<file path="src/rtl/pr_skid_stage.sv">
// Two-entry pipeline register slice with a skid buffer. in_ready_o depends only on registered
// state, so out_ready_i never reaches upstream combinationally.
module pr_skid_stage #(
    parameter int unsigned XLEN    = 32,
    parameter int unsigned RADDR_W = 5,
    parameter int unsigned CNT_W   = 16
) (
    input  logic               clk,
    input  logic               rst_n,
    input  logic               flush_i,
    input  logic               in_valid_i,
    output logic               in_ready_o,
    input  logic [XLEN-1:0]    pc_i,
    input  logic               instr_valid_i,
    input  logic               rf_we_i,
    input  logic [RADDR_W-1:0] wr_i,
    input  logic [XLEN-1:0]    wd_i,
    output logic               out_valid_o,
    input  logic               out_ready_i,
    output logic [XLEN-1:0]    pc_o,
    output logic               instr_valid_o,
    output logic               rf_we_o,
    output logic [RADDR_W-1:0] wr_o,
    output logic [XLEN-1:0]    wd_o,
    output logic [1:0]         occ_o,
    output logic [CNT_W-1:0]   stall_cnt_o
);

    typedef struct packed {
        logic [XLEN-1:0]    pc;
        logic               instr_valid;
        logic               rf_we;
        logic [RADDR_W-1:0] wr;
        logic [XLEN-1:0]    wd;
    } entry_t;

    // Encoding doubles as the occupancy count.
    typedef enum logic [1:0] {
        StEmpty = 2'd0,
        StOne   = 2'd1,
        StFull  = 2'd2
    } state_e;

    state_e           state_q, state_d;
    entry_t           main_q, main_d;
    entry_t           skid_q, skid_d;
    logic [CNT_W-1:0] stall_cnt_q, stall_cnt_d;

    logic   in_ready, out_valid, in_fire, out_fire;
    entry_t in_entry;

    assign in_ready  = (state_q != StFull);
    assign out_valid = (state_q != StEmpty);
    assign in_fire   = in_valid_i & in_ready;
    assign out_fire  = out_valid & out_ready_i;

    assign in_entry = '{pc: pc_i, instr_valid: instr_valid_i, rf_we: rf_we_i, wr: wr_i, wd: wd_i};

    always_comb begin
        state_d = state_q;
        main_d  = main_q;
        skid_d  = skid_q;
        if (flush_i) begin
            // Payload is left stale; the valid-qualified outputs hide it.
            state_d = StEmpty;
        end else begin
            case (state_q)
                StEmpty: begin
                    if (in_fire) begin
                        main_d  = in_entry;
                        state_d = StOne;
                    end
                end
                StOne: begin
                    if (in_fire && out_fire) begin
                        main_d = in_entry;
                    end else if (in_fire) begin
                        skid_d  = in_entry;
                        state_d = StFull;
                    end else if (out_fire) begin
                        state_d = StEmpty;
                    end
                end
                StFull: begin
                    if (out_fire) begin
                        main_d  = skid_q;
                        state_d = StOne;
                    end
                end
                default: state_d = StEmpty;
            endcase
        end
    end

    always_comb begin
        stall_cnt_d = stall_cnt_q;
        if (in_valid_i && !in_ready && (stall_cnt_q != {CNT_W{1'b1}})) begin
            stall_cnt_d = stall_cnt_q + 1'b1;
        end
    end

    always_ff @(posedge clk or negedge rst_n) begin
        if (!rst_n) begin
            state_q     <= StEmpty;
            main_q      <= '0;
            skid_q      <= '0;
            stall_cnt_q <= '0;
        end else begin
            state_q     <= state_d;
            main_q      <= main_d;
            skid_q      <= skid_d;
            stall_cnt_q <= stall_cnt_d;
        end
    end

    assign in_ready_o    = in_ready;
    assign out_valid_o   = out_valid;
    assign occ_o         = state_q;
    assign pc_o          = main_q.pc;
    assign wr_o          = main_q.wr;
    assign wd_o          = main_q.wd;
    assign rf_we_o       = main_q.rf_we & out_valid;
    assign instr_valid_o = main_q.instr_valid & out_valid;
    assign stall_cnt_o   = stall_cnt_q;

endmodule

</file>
<file path="config.mk">
export PLATFORM = sky130hd
export DESIGN_NAME = pr_skid_stage
export DESIGN_NICKNAME = d
export VERILOG_FILES = /design/src/rtl/pr_skid_stage.sv
export SDC_FILE = /design/constraint.sdc
export NUM_CORES = 1
export LEC_CHECK = 0
export ABC_AREA = 1
export BUFFER_PORTS_ARGS = -buffer_cell sky130_fd_sc_hd__buf_2
export CAP_MARGIN = 20
export CORE_ASPECT_RATIO = 1.5
export CORE_MARGIN = 3
export CORE_UTILIZATION = 59
export DETAILED_ROUTE_END_ITERATION = 7
export HOLD_SLACK_MARGIN = 0.03
export PLACE_DENSITY = 0.92
export SLEW_MARGIN = 0
export SYNTH_ARGS = -nofsm -noshare
export SYNTH_HDL_FRONTEND = slang
export SYNTH_SLANG_ARGS = --single-unit
</file>
<file path="constraint.sdc">
create_clock -name clk -period 3 [get_ports clk]
set_input_delay 0.45 -clock clk [delete_from_list [all_inputs] [get_ports clk]]
set_output_delay 0.45 -clock clk [all_outputs]
set_load 0.01 [all_outputs]
</file>
==> impl_metrics.env, run 1 <==
export IMPL_grt_pass1_vias=6360
export IMPL_cts_repair_resized=0
export IMPL_critPathRequiredTime_ps=2550
export IMPL_global_route_usage_met1_pct=30.9
export IMPL_drc_errors=0
export IMPL_vias=6568
export IMPL_number_of_flops_mapped_to_enable_cells_by_yosys=0
export IMPL_numPortBuffers=166
export IMPL_met3_usage_pct=5.57
export IMPL_antenna_cells_inserted=0
export IMPL_min_period_over_period_pct=77.4
export IMPL_synth_top_cells_by_count="sky130_fd_sc_hd__nand2_1 (319), sky130_fd_sc_hd__o21ai_0 (176), sky130_fd_sc_hd__dfrtp_1 (160)"
export IMPL_grt_setup_unrepaired="no"
export IMPL_floorplan_die_width_um=100
export IMPL_gpl_final_weighted_congestion=0.882
export IMPL_num_rows=51
export IMPL_worstSetupPathType="flip-flop to output port"
export IMPL_die_area_mm2=0.0148
export IMPL_cts_clk_slew_worst_paths_ps=60
export IMPL_crit_path_start_kind="flip-flop"
export IMPL_dieHeight_um=148
export IMPL_maxSlewViolCount=0
export IMPL_synthDominantAreaCellType="sky130_fd_sc_hd__dfrtp_1"
export IMPL_synthFlopType="sky130_fd_sc_hd__dfrtp_1"
export IMPL_finalSetupTns_ps=0
export IMPL_finalCriticalPeriod_ps=2320
export IMPL_r2r_worst_path_cells=7
export IMPL_postRouteAntennaNets=0
export IMPL_ir_worst_vdd_uv=577
export IMPL_yosysWarnings=0
export IMPL_static_leakage_power_nw=4.77
export IMPL_arrival_ps=1870
export IMPL_count_of_filler_cells_inserted_in_the_layout=1068
export IMPL_headroom_to_the_max_slew_limit_pct=31.4
export IMPL_netlist_top_cells_area="sky130_fd_sc_hd__dfrtp_1 (51%), sky130_fd_sc_hd__nand2_1 (15%), sky130_fd_sc_hd__o21ai_0 (11%)"
export IMPL_number_of_violations_reported_at_the_end_of_detailed_routing_iteration_0=347
export IMPL_async_reset_ff_share_pct=100
export IMPL_clock_buffer_count_from_cts=17
export IMPL_postSynthNetCount=1084
export IMPL_post_cts_buffers=0
export IMPL_detail_route_wl_per_cell_um=14.2
export IMPL_met2_grt_util_pct=42.7
export IMPL_holdCritPathClass="input pin to async pin"
export IMPL_critical_path_max_stage_delay_ps=550
export IMPL_track_usage_pct=25.0
export IMPL_core_area_mm2=0.0130
export IMPL_pre_cts_ws_ps=757
export IMPL_drive_gt1_share_pct=19.6
export IMPL_syn_area_per_cell_um2=7.85
export IMPL_synth_cell_area_mm2=0.00790
export IMPL_crit_path_max_fanout=79
export IMPL_timing_final_hold_violations=0
export IMPL_initial_utilization_pct=60.7
export IMPL_max_clock_path_buffers=2
export IMPL_antenna_found_initial=0
export IMPL_number_of_nets_at_the_end_of_the_flow=1156
export IMPL_post_cts_hold_buffer_count=0
export IMPL_cts_root_buf="sky130_fd_sc_hd__clkbuf_16"
export IMPL_grt_first_pass_wirelength_um=30000
export IMPL_number_of_levels_the_h_tree_was_split_into=4
export IMPL_slowest_stage="sky130_fd_sc_hd__buf_4"
export IMPL_outcome="complete, no violations"
export IMPL_synth_top_cell_area_share_pct=50.7
export IMPL_dpl_hpwl_um=11800
export IMPL_yosys_register_bits=160
export IMPL_finalWorstSetupSlack_ps=677
export IMPL_fmaxAchievable_ghz=0.431
export IMPL_critical_path_cell_chain="nor2_4, inv_2, buf_4, buf_2"
export IMPL_grt_start_max_net_pins=83
export IMPL_reg2reg_setup_slack_ps=700
export IMPL_global_route_peak_usage_layer="met2"
export IMPL_max_cap_viol_count=0
export IMPL_transition_time_at_the_pin_with_the_least_slew_margin_ps=1030
export IMPL_most_used_standard_cell_by_instance_count_after_synthesis="sky130_fd_sc_hd__nand2_1"
export IMPL_power_per_cell_area_mw_per_mm2=823
export IMPL_grt_remaining_overflow=0
export IMPL_clock_insertion_delay_worst_skew_ps=410
export IMPL_finalSetupViolCount=0
export IMPL_drt_pass1_iter_count=5
export IMPL_clkSinkCount=160
export IMPL_synth_cell_types=22
export IMPL_area_growth_pct=11.4
export IMPL_netlist_instances=1007
export IMPL_synth_sequential_area_ratio_pct=50.7
export IMPL_avgViaCountPerCell=5.26
export IMPL_crit_path_end_kind="output port"
export IMPL_setup_clock_skew_after_layout_ps=7.89
export IMPL_tritoncts_clock_tree="done"
export IMPL_io_pins=167
export IMPL_routed_wirelength_um=17700
-- through the flow --
stage	cells	util (%)	power (mW)	hold slack (ps)	cell area [um^2]
floorplan	1007	-	4.86	154	7900
global placement	1219	63.3	5.08	466	8240
detailed placement	1219	63.3	5.20	473	8240
CTS	1249	67.6	7.29	41.1	8800
global route	1249	67.6	7.72	63.1	8800
finish	1249	67.6	7.24	30.0	8800
-- final timing paths --
check | startpoint | endpoint
worst max-delay path | occ_o[0]$_DFFE_PN0P_ | in_ready_o
worst min-delay path | rst_n | wd_o[30]$_DFFE_PN0P_
worst max register to register | occ_o[0]$_DFFE_PN0P_ | pc_o[12]$_DFFE_PN0P_
worst min register to register | skid_q[7]$_DFFE_PN0P_ | skid_q[7]$_DFFE_PN0P_
max in group asynchronous | rst_n | main_q[38]$_DFFE_PN0P_
min in group clk | wd_i[9] | skid_q[9]$_DFFE_PN0P_
-- placed cells by master (no fill, tap or decap), types with 2 or more instances in the layout --
master                       netlist  layout
sky130_fd_sc_hd__bufinv_16         0       2
sky130_fd_sc_hd__clkinvlp_4        0       4
sky130_fd_sc_hd__inv_2             5       5
sky130_fd_sc_hd__nand3_1          12      12
sky130_fd_sc_hd__nor2_1           58      58
sky130_fd_sc_hd__xnor2_1           6       6
sky130_fd_sc_hd__o21ai_1           3       3
sky130_fd_sc_hd__clkbuf_1         29       2
sky130_fd_sc_hd__inv_1            89      89
sky130_fd_sc_hd__clkinv_2          0       3
sky130_fd_sc_hd__nor2_2            3       2
sky130_fd_sc_hd__nand4_1          11      11
sky130_fd_sc_hd__buf_2             9     165
sky130_fd_sc_hd__o21ai_0         176     176
sky130_fd_sc_hd__buf_4            80       7
sky130_fd_sc_hd__nand2_1         319     319
sky130_fd_sc_hd__a21oi_1          39      39
sky130_fd_sc_hd__dfrtp_1         160     160
sky130_fd_sc_hd__clkbuf_16         0      17
-- metal layers --
layer / vias up / share of wire, %
li1: 3233 / -
met1: 3098 / 39
met2: 201 / 52
met3: 36 / 5.9
met4: 0 / 2.5
met5: - / 0
-- state kept, by name, summed over array words and instances (netlist names) --
signal and flops:
skid_q 71, pc_o 32, wd_o 32, stall_cnt_o 16
wr_o 5, main_q 2, occ_o 2
-- kinds of logic (layout without fill, tap and decap cells) --
family	count (synthesis)	after routing	share of synthesized area [%]
fa+ha+maj	1	1	0.158
simple gates	405	405	20.1
buf+inv	215	298	14.2
xor+xnor	6	6	0.665
compound gates	220	220	14.2
flops	160	160	50.7
-- final cells by class --
class	count	area [um^2]	area share, %
multi-input combinational	632	2780	31.6
tap	159	199	2.26
clock buffer	20	447	5.07
timing repair buffer	174	910	10.3
sequential	160	4000	45.5
clock inverter	10	114	1.29
inverter	94	353	4.01
-- report_power, final --
group | internal (mW) | total [mW] | leakage, nW | switching [mW]
logic | 0.681 | 1.81 | 2.56 | 1.13
registers | 2.96 | 3.36 | 1.95 | 0.398
clock network | 1.24 | 2.07 | 0.264 | 0.836
-- worst max-delay path: cells and delay by family (launching register included) --
| family | cells | cell delay (ps) |
|---|---|---|
| DFF | 1 | 500 |
| buffers and inverters | 3 | 870 |
| and+or+nand+nor | 1 | 70 |
(Power assumes the default switching activity.)
==> inputs of run 2 (changes only) <==
--- a/config.mk
+++ b/config.mk
@@ -10,10 +10,10 @@
 export CAP_MARGIN = 20
 export CORE_ASPECT_RATIO = 1.5
 export CORE_MARGIN = 3
-export CORE_UTILIZATION = 59
+export CORE_UTILIZATION = 50
 export DETAILED_ROUTE_END_ITERATION = 7
 export HOLD_SLACK_MARGIN = 0.03
-export PLACE_DENSITY = 0.92
+export PLACE_DENSITY = 0.84
 export SLEW_MARGIN = 0
 export SYNTH_ARGS = -nofsm -noshare
 export SYNTH_HDL_FRONTEND = slang
==> constraint.sdc (replaced) <==
create_clock -name clk -period 2.1 [get_ports clk]
set_input_delay 0.315 -clock clk [delete_from_list [all_inputs] [get_ports clk]]
set_output_delay 0.315 -clock clk [all_outputs]
set_load 0.01 [all_outputs]
==> run 2 against run 1 <==
Total power grew 44%. Sequential power is 42% higher. Hold slack improved by 130 ps. Cell count rose by 3.9%. Core utilization shrank 8.9 points. Count of clock-buffer cells in the layout rose by 1. Via count hardly changed. Sequential share of layout area fell by 0.89 points. Critical endpoint unchanged.
==> impl_metrics.env, run 2 (same netlist as run 1, synthesis figures left out) <==
export IMPL_holdCritPathClass="input pin to flip-flop"
export IMPL_slowest_stage="sky130_fd_sc_hd__dfrtp_1"
export IMPL_max_clock_path_buffers=2
export IMPL_grt_start_max_net_pins=74
export IMPL_gpl_final_weighted_congestion=0.813
export IMPL_floorplan_die_width_um=109
export IMPL_largest_register_ff_count=71
export IMPL_numPortBuffers=166
export IMPL_timing_final_hold_violations=0
export IMPL_clock_insertion_delay_worst_skew_ps=410
export IMPL_reg2reg_setup_slack_ps=220
export IMPL_routed_wirelength_um=18700
export IMPL_drive_gt1_share_pct=19.9
export IMPL_transition_time_at_the_pin_with_the_least_slew_margin_ps=712
export IMPL_final_core_utilization_pct=58.8
export IMPL_hp_start="pc_i[26]"
export IMPL_vias=6565
export IMPL_io_pins=167
export IMPL_grt_setup_unrepaired="no"
export IMPL_core_area_mm2=0.0153
export IMPL_detail_route_wl_per_cell_um=14.4
export IMPL_layout_common_cells="sky130_fd_sc_hd__nand2_1 (319), sky130_fd_sc_hd__o21ai_0 (176), sky130_fd_sc_hd__buf_2 (165)"
export IMPL_top_register="skid_q"
export IMPL_source_of_the_critical_timing_path="occ_o[1]$_DFFE_PN0P_"
export IMPL_number_of_violations_reported_at_the_end_of_detailed_routing_iteration_0=404
export IMPL_crit_path_max_fanout=41
export IMPL_finalCriticalPeriod_ps=1980
export IMPL_cts_root_buf="sky130_fd_sc_hd__clkbuf_16"
export IMPL_outcome="complete, no violations"
export IMPL_track_usage_pct=21.6
export IMPL_die_area_mm2=0.0174
export IMPL_static_leakage_power_nw=4.82
export IMPL_number_of_nets_at_the_end_of_the_flow=1163
export IMPL_crit_path_start_kind="flip-flop"
export IMPL_area_growth_pct=13.6
export IMPL_worstPathBufferInverterCount=5
export IMPL_dieHeight_um=160
export IMPL_drt_pass1_iter_count=4
export IMPL_dpl_hpwl_um=12100
export IMPL_fmaxAchievable_ghz=0.505
export IMPL_tritoncts_clock_tree="done"
export IMPL_final_common_cell="sky130_fd_sc_hd__nand2_1"
export IMPL_antenna_found_initial=2
export IMPL_clock_buffer_count_from_cts=17
export IMPL_rr_startpoint="occ_o[1]$_DFFE_PN0P_"
export IMPL_r2r_worst_path_cells=8
export IMPL_finalSetupTns_ps=0
export IMPL_finalSetupViolCount=0
export IMPL_cpMostUsedCell="sky130_fd_sc_hd__inv_2"
export IMPL_avgViaCountPerCell=5.06
export IMPL_worstSetupPathType="flip-flop to output port"
export IMPL_drc_errors=0
export IMPL_initial_utilization_pct=51.7
export IMPL_grt_remaining_overflow=0
export IMPL_grt_pass1_vias=6483
export IMPL_critical_path_max_stage_delay_ps=410
export IMPL_grt_first_pass_wirelength_um=30200
export IMPL_cpLargestDelayFamily="buffers and inverters"
export IMPL_clkSinkCount=160
export IMPL_timing_critical_path_depth=6
export IMPL_headroom_to_the_max_slew_limit_pct=52.4
export IMPL_arrival_ps=1660
export IMPL_maxSlewViolCount=0
export IMPL_worstReg2RegEnd="wd_o[5]$_DFFE_PN0P_"
export IMPL_min_period_over_period_pct=94.2
export IMPL_crit_path_end_kind="output port"
export IMPL_setup_clock_skew_after_layout_ps=10.5
export IMPL_power_per_cell_area_mw_per_mm2=1160
export IMPL_max_cap_viol_count=0
export IMPL_number_of_levels_the_h_tree_was_split_into=4
export IMPL_critPathRequiredTime_ps=1780
export IMPL_cts_clk_slew_worst_paths_ps=60
export IMPL_postRouteAntennaNets=0
export IMPL_ir_worst_vdd_uv=646
export IMPL_worst_setup_endpoint="in_ready_o"
export IMPL_num_rows=55
export IMPL_critical_path_cell_chain="inv_2, nor2_4, inv_2, buf_8, buf_12, buf_2"
[run 2: per-stage QoR]
stage | instance area (um^2) | power, mW | hold slack (ps) | cells | setup WS, ps
after floorplan | 7900 | 6.95 | 19.4 | 1007 | 453
after global placement | 8360 | 7.30 | 291 | 1263 | 176
after detailed placement | 8360 | 7.47 | 296 | 1263 | 125
after CTS | 8930 | 10.5 | 152 | 1294 | 14.8
after global routing | 8980 | 11.1 | 168 | 1298 | 10.5
final | 8980 | 10.4 | 161 | 1298 | 121
[run 2: final cells by class]
| class | count | area (um^2) |
|---|---|---|
| Multi-Input combinational cell | 634 | 2810 |
| Antenna cell | 2 | 5.00 |
| Sequential cell | 160 | 4000 |
| Tap cell | 199 | 249 |
| Fill cell | 1383 | 6300 |
| Timing Repair Buffer | 179 | 1010 |
| Inverter | 94 | 353 |
| Clock buffer | 21 | 440 |
| Clock inverter | 9 | 113 |
[run 2: worst min path at each step]
stage | slack [ps] | end | cells past startpoint
floorplan | 20 | main_q[37]$_DFFE_PN0P_ | 0
global placement | 290 | stall_cnt_o[9]$_DFFE_PN0P_ | 1
detailed placement | 300 | stall_cnt_o[0]$_DFFE_PN0P_ | 1
CTS | 150 | skid_q[13]$_DFFE_PN0P_ | 3
global route | 170 | skid_q[29]$_DFFE_PN0P_ | 3
finish | 160 | skid_q[65]$_DFFE_PN0P_ | 3
[run 2: where the power goes]
| part | total (mW) | internal [mW] | leakage (nW) | switching, mW |
|---|---|---|---|---|
| sequential | 4.77 | 4.22 | 1.95 | 0.544 |
| combinational | 2.68 | 1.00 | 2.61 | 1.68 |
| clock | 2.95 | 1.74 | 0.267 | 1.21 |
[run 2: what timing repair did]
action                                 in CTS  in global routing
cloned                                      0                  2
endpoints found under the hold margin      47                  0
gates resized for setup                     3                  4
hold buffers                                1                  0
setup endpoints to repair                   1                 67
pin swaps                                   0                  1
buffers inserted                            0                  0
[run 2: layer usage]
metal	up-vias	track usage, %	part of all wire, %
met5	-	0	0
met1	3072	26.1	40
met4	0	10.2	3.3
li1	3254	-	-
met2	195	36.4	51
met3	44	4.33	5.7
[run 2: worst register-to-register path, stage by stage, from the launching register on]
cell                      delay, ps
sky130_fd_sc_hd__dfrtp_1        410
sky130_fd_sc_hd__inv_2          110
sky130_fd_sc_hd__nor2_4          40
sky130_fd_sc_hd__inv_2           70
sky130_fd_sc_hd__o21ai_1         70
sky130_fd_sc_hd__inv_2          180
sky130_fd_sc_hd__buf_4          610
sky130_fd_sc_hd__o21ai_0        230
sky130_fd_sc_hd__nand2_1         90
==> inputs of run 3 (changes only) <==
--- a/config.mk
+++ b/config.mk
@@ -5,15 +5,14 @@
 export SDC_FILE = /design/constraint.sdc
 export NUM_CORES = 1
 export LEC_CHECK = 0
-export ABC_AREA = 1
 export BUFFER_PORTS_ARGS = -buffer_cell sky130_fd_sc_hd__buf_2
 export CAP_MARGIN = 20
 export CORE_ASPECT_RATIO = 1.5
 export CORE_MARGIN = 3
-export CORE_UTILIZATION = 50
+export CORE_UTILIZATION = 49
 export DETAILED_ROUTE_END_ITERATION = 7
 export HOLD_SLACK_MARGIN = 0.03
-export PLACE_DENSITY = 0.84
+export PLACE_DENSITY = 0.83
 export SLEW_MARGIN = 0
 export SYNTH_ARGS = -nofsm -noshare
 export SYNTH_HDL_FRONTEND = slang
==> run 3 against run 2 <==
Synthesized area is 3.9% lower. Combinational power is 41% lower. Core utilization is 0.72 points lower. Setup slack better by 25 ps. Hold slack worse by 45 ps. Critical endpoint unchanged. Sequential share of layout area is 0.96 points higher. Cell count is 23% lower. Synthesized cell count is 32% lower. Highest routed layer unchanged. Sequential power is 13% lower. Flip-flop and latch count stayed put. Wire length is 18% lower. Clock skew is 0.86 ps higher.
==> impl_metrics.env, run 3 <==
export IMPL_die_area_mm2=0.0171
export IMPL_dpl_hpwl_um=10500
export IMPL_antenna_found_initial=0
export IMPL_grt_start_max_net_pins=64
export IMPL_number_of_nets_at_the_end_of_the_flow=860
export IMPL_arrival_ps=1640
export IMPL_grt_setup_unrepaired="no"
export IMPL_io_pins=167
export IMPL_max_clock_path_buffers=2
export IMPL_headroom_to_the_max_slew_limit_pct=63.0
export IMPL_syn_area_per_cell_um2=11.1
export IMPL_num_rows=55
export IMPL_detail_route_wl_per_cell_um=15.4
export IMPL_timing_final_hold_violations=0
export IMPL_yosys_register_bits=160
export IMPL_static_leakage_power_nw=4.48
export IMPL_vias=5024
export IMPL_crit_path_end_kind="output port"
export IMPL_clock_buffer_count_from_cts=17
export IMPL_netlist_instances=687
export IMPL_grt_remaining_overflow=0
export IMPL_initial_utilization_pct=50.1
export IMPL_numPortBuffers=166
export IMPL_post_layout_power_mw=8.83
export IMPL_finalSetupTns_ps=0
export IMPL_count_of_filler_cells_inserted_in_the_layout=1271
export IMPL_final_common_cell="sky130_fd_sc_hd__nand2_1"
export IMPL_track_usage_pct=18.4
export IMPL_routed_wirelength_um=15300
export IMPL_number_of_flops_mapped_to_enable_cells_by_yosys=0
export IMPL_fmaxAchievable_ghz=0.512
export IMPL_tritoncts_clock_tree="done"
export IMPL_worstSetupPathType="flip-flop to output port"
export IMPL_outcome="complete, no violations"
export IMPL_synthFlopType="sky130_fd_sc_hd__dfrtp_1"
export IMPL_most_used_standard_cell_by_instance_count_after_synthesis="sky130_fd_sc_hd__nand2_1"
export IMPL_cts_root_buf="sky130_fd_sc_hd__clkbuf_16"
export IMPL_holdCritPathClass="input pin to flip-flop"
export IMPL_max_cap_viol_count=0
export IMPL_finalCriticalPeriod_ps=1950
export IMPL_power_per_cell_area_mw_per_mm2=1000
export IMPL_min_period_over_period_pct=93.0
export IMPL_finalSetupViolCount=0
export IMPL_synth_cell_area_mm2=0.00759
export IMPL_largest_register_ff_count=71
export IMPL_gpl_final_weighted_congestion=0.767
export IMPL_postRouteAntennaNets=0
export IMPL_grt_first_pass_wirelength_um=24900
export IMPL_clkSinkCount=160
export IMPL_drt_pass1_iter_count=5
export IMPL_grt_pass1_vias=5154
export IMPL_synth_top_cell_area_share_pct=52.7
export IMPL_yosysWarnings=0
export IMPL_clock_insertion_delay_worst_skew_ps=410
export IMPL_top_register="skid_q"
export IMPL_layout_common_cells="sky130_fd_sc_hd__nand2_1 (222), sky130_fd_sc_hd__buf_2 (165), sky130_fd_sc_hd__dfrtp_1 (160)"
export IMPL_cts_clk_slew_worst_paths_ps=60
export IMPL_crit_path_start_kind="flip-flop"
export IMPL_transition_time_at_the_pin_with_the_least_slew_margin_ps=556
export IMPL_async_reset_ff_share_pct=100
export IMPL_ir_worst_vdd_uv=524
export IMPL_floorplan_die_width_um=108
export IMPL_number_of_violations_reported_at_the_end_of_detailed_routing_iteration_0=192
export IMPL_synthDominantAreaCellType="sky130_fd_sc_hd__dfrtp_1"
export IMPL_synth_top_cells_by_count="sky130_fd_sc_hd__nand2_1 (223), sky130_fd_sc_hd__dfrtp_1 (160), sky130_fd_sc_hd__mux2_2 (143)"
export IMPL_area_growth_pct=15.8
export IMPL_avgViaCountPerCell=5.06
export IMPL_netlist_top_cells_area="sky130_fd_sc_hd__dfrtp_1 (53%), sky130_fd_sc_hd__mux2_2 (21%), sky130_fd_sc_hd__nand2_1 (11%)"
export IMPL_drive_gt1_share_pct=45.5
export IMPL_synth_sequential_area_ratio_pct=52.7
export IMPL_maxSlewViolCount=0
export IMPL_synth_cell_types=33
export IMPL_number_of_levels_the_h_tree_was_split_into=4
export IMPL_critPathRequiredTime_ps=1780
export IMPL_setup_clock_skew_after_layout_ps=11.4
export IMPL_drc_errors=0
export IMPL_core_area_mm2=0.0151
export IMPL_crit_path_max_fanout=33
export IMPL_antenna_cells_inserted=0
export IMPL_postSynthNetCount=764
export IMPL_dieHeight_um=158
## run 3: routing by layer
metal	vias to the layer above	GRT usage (%)	wire (um)
li1	2385	-	-
met5	-	0	0
met2	112	33.0	8150
met3	13	3.85	659
met1	2514	21.8	6280
met4	0	6.50	216
## run 3: layout make-up
| class | instances | area, um^2 | share of cell area (%) |
|---|---|---|---|
| clock buffer | 18 | 429 | 4.88 |
| sequential | 160 | 4000 | 45.6 |
| inverter | 1 | 3.75 | 0.0427 |
| clock inverter | 12 | 159 | 1.81 |
| tap | 199 | 249 | 2.83 |
| timing repair buffer | 178 | 1000 | 11.4 |
| multi-input combinational | 425 | 2940 | 33.4 |
## run 3: where the power goes
part	total [mW]	leakage, nW	internal, mW	switching [mW]
logic	1.58	2.24	0.880	0.700
registers	4.14	1.95	3.78	0.356
clock network	3.11	0.283	1.87	1.24
total	8.83	4.48	6.53	2.29
## run 3: timing repair
item	in CTS	in global routing
gates resized for setup	0	0
buffers inserted	0	0
hold buffers	1	0
endpoints found under the hold margin	19	0
## run 3: worst paths after layout
kind / startpoint / to / slack (ps) / depth (start not counted)
hold / removal: flush_i / occ_o[0]$_DFFE_PN0P_ / 120 / 2
min in group asynchronous: rst_n / skid_q[5]$_DFFE_PN0P_ / 350 / 2
setup / recovery: occ_o[1]$_DFFE_PN0P_ / in_ready_o / 150 / 4
max in group asynchronous: rst_n / skid_q[42]$_DFFE_PN0P_ / 1110 / 3
setup reg to reg: stall_cnt_o[0]$_DFFE_PN0P_ / stall_cnt_o[1]$_DFFE_PN0P_ / 190 / 5
hold reg to reg: stall_cnt_o[7]$_DFFE_PN0P_ / stall_cnt_o[7]$_DFFE_PN0P_ / 500 / 1
## run 3: kinds of logic (layout without fill, tap and decap cells)
logic type | count (synthesis) | after routing | share of synthesized area [%]
simple gates | 262 | 262 | 14.9
flops | 160 | 160 | 52.7
mux | 144 | 144 | 21.3
buf+inv | 102 | 209 | 8.90
xor+xnor | 15 | 15 | 1.73
compound gates | 3 | 3 | 0.264
fa+ha+maj | 1 | 1 | 0.165
## run 3: critical path: stages, from the launching register on
cell and delay (ps):
sky130_fd_sc_hd__dfrtp_1 440, sky130_fd_sc_hd__nor2b_4 170, sky130_fd_sc_hd__inv_2 60, sky130_fd_sc_hd__buf_4 350, sky130_fd_sc_hd__buf_2 210
## run 3: per-stage QoR
stage	hold WS (ps)	cell area [um^2]	cells	utilization, %	setup WS, ps
2_1_floorplan	19.4	7590	687	-	334
3_3_place_gp	183	8190	962	54.1	238
3_5_place_dp	184	8190	962	54.1	195
4_1_cts	96.9	8790	993	58.0	115
5_1_grt	107	8790	993	58.0	43.4
6_report	116	8790	993	58.0	146
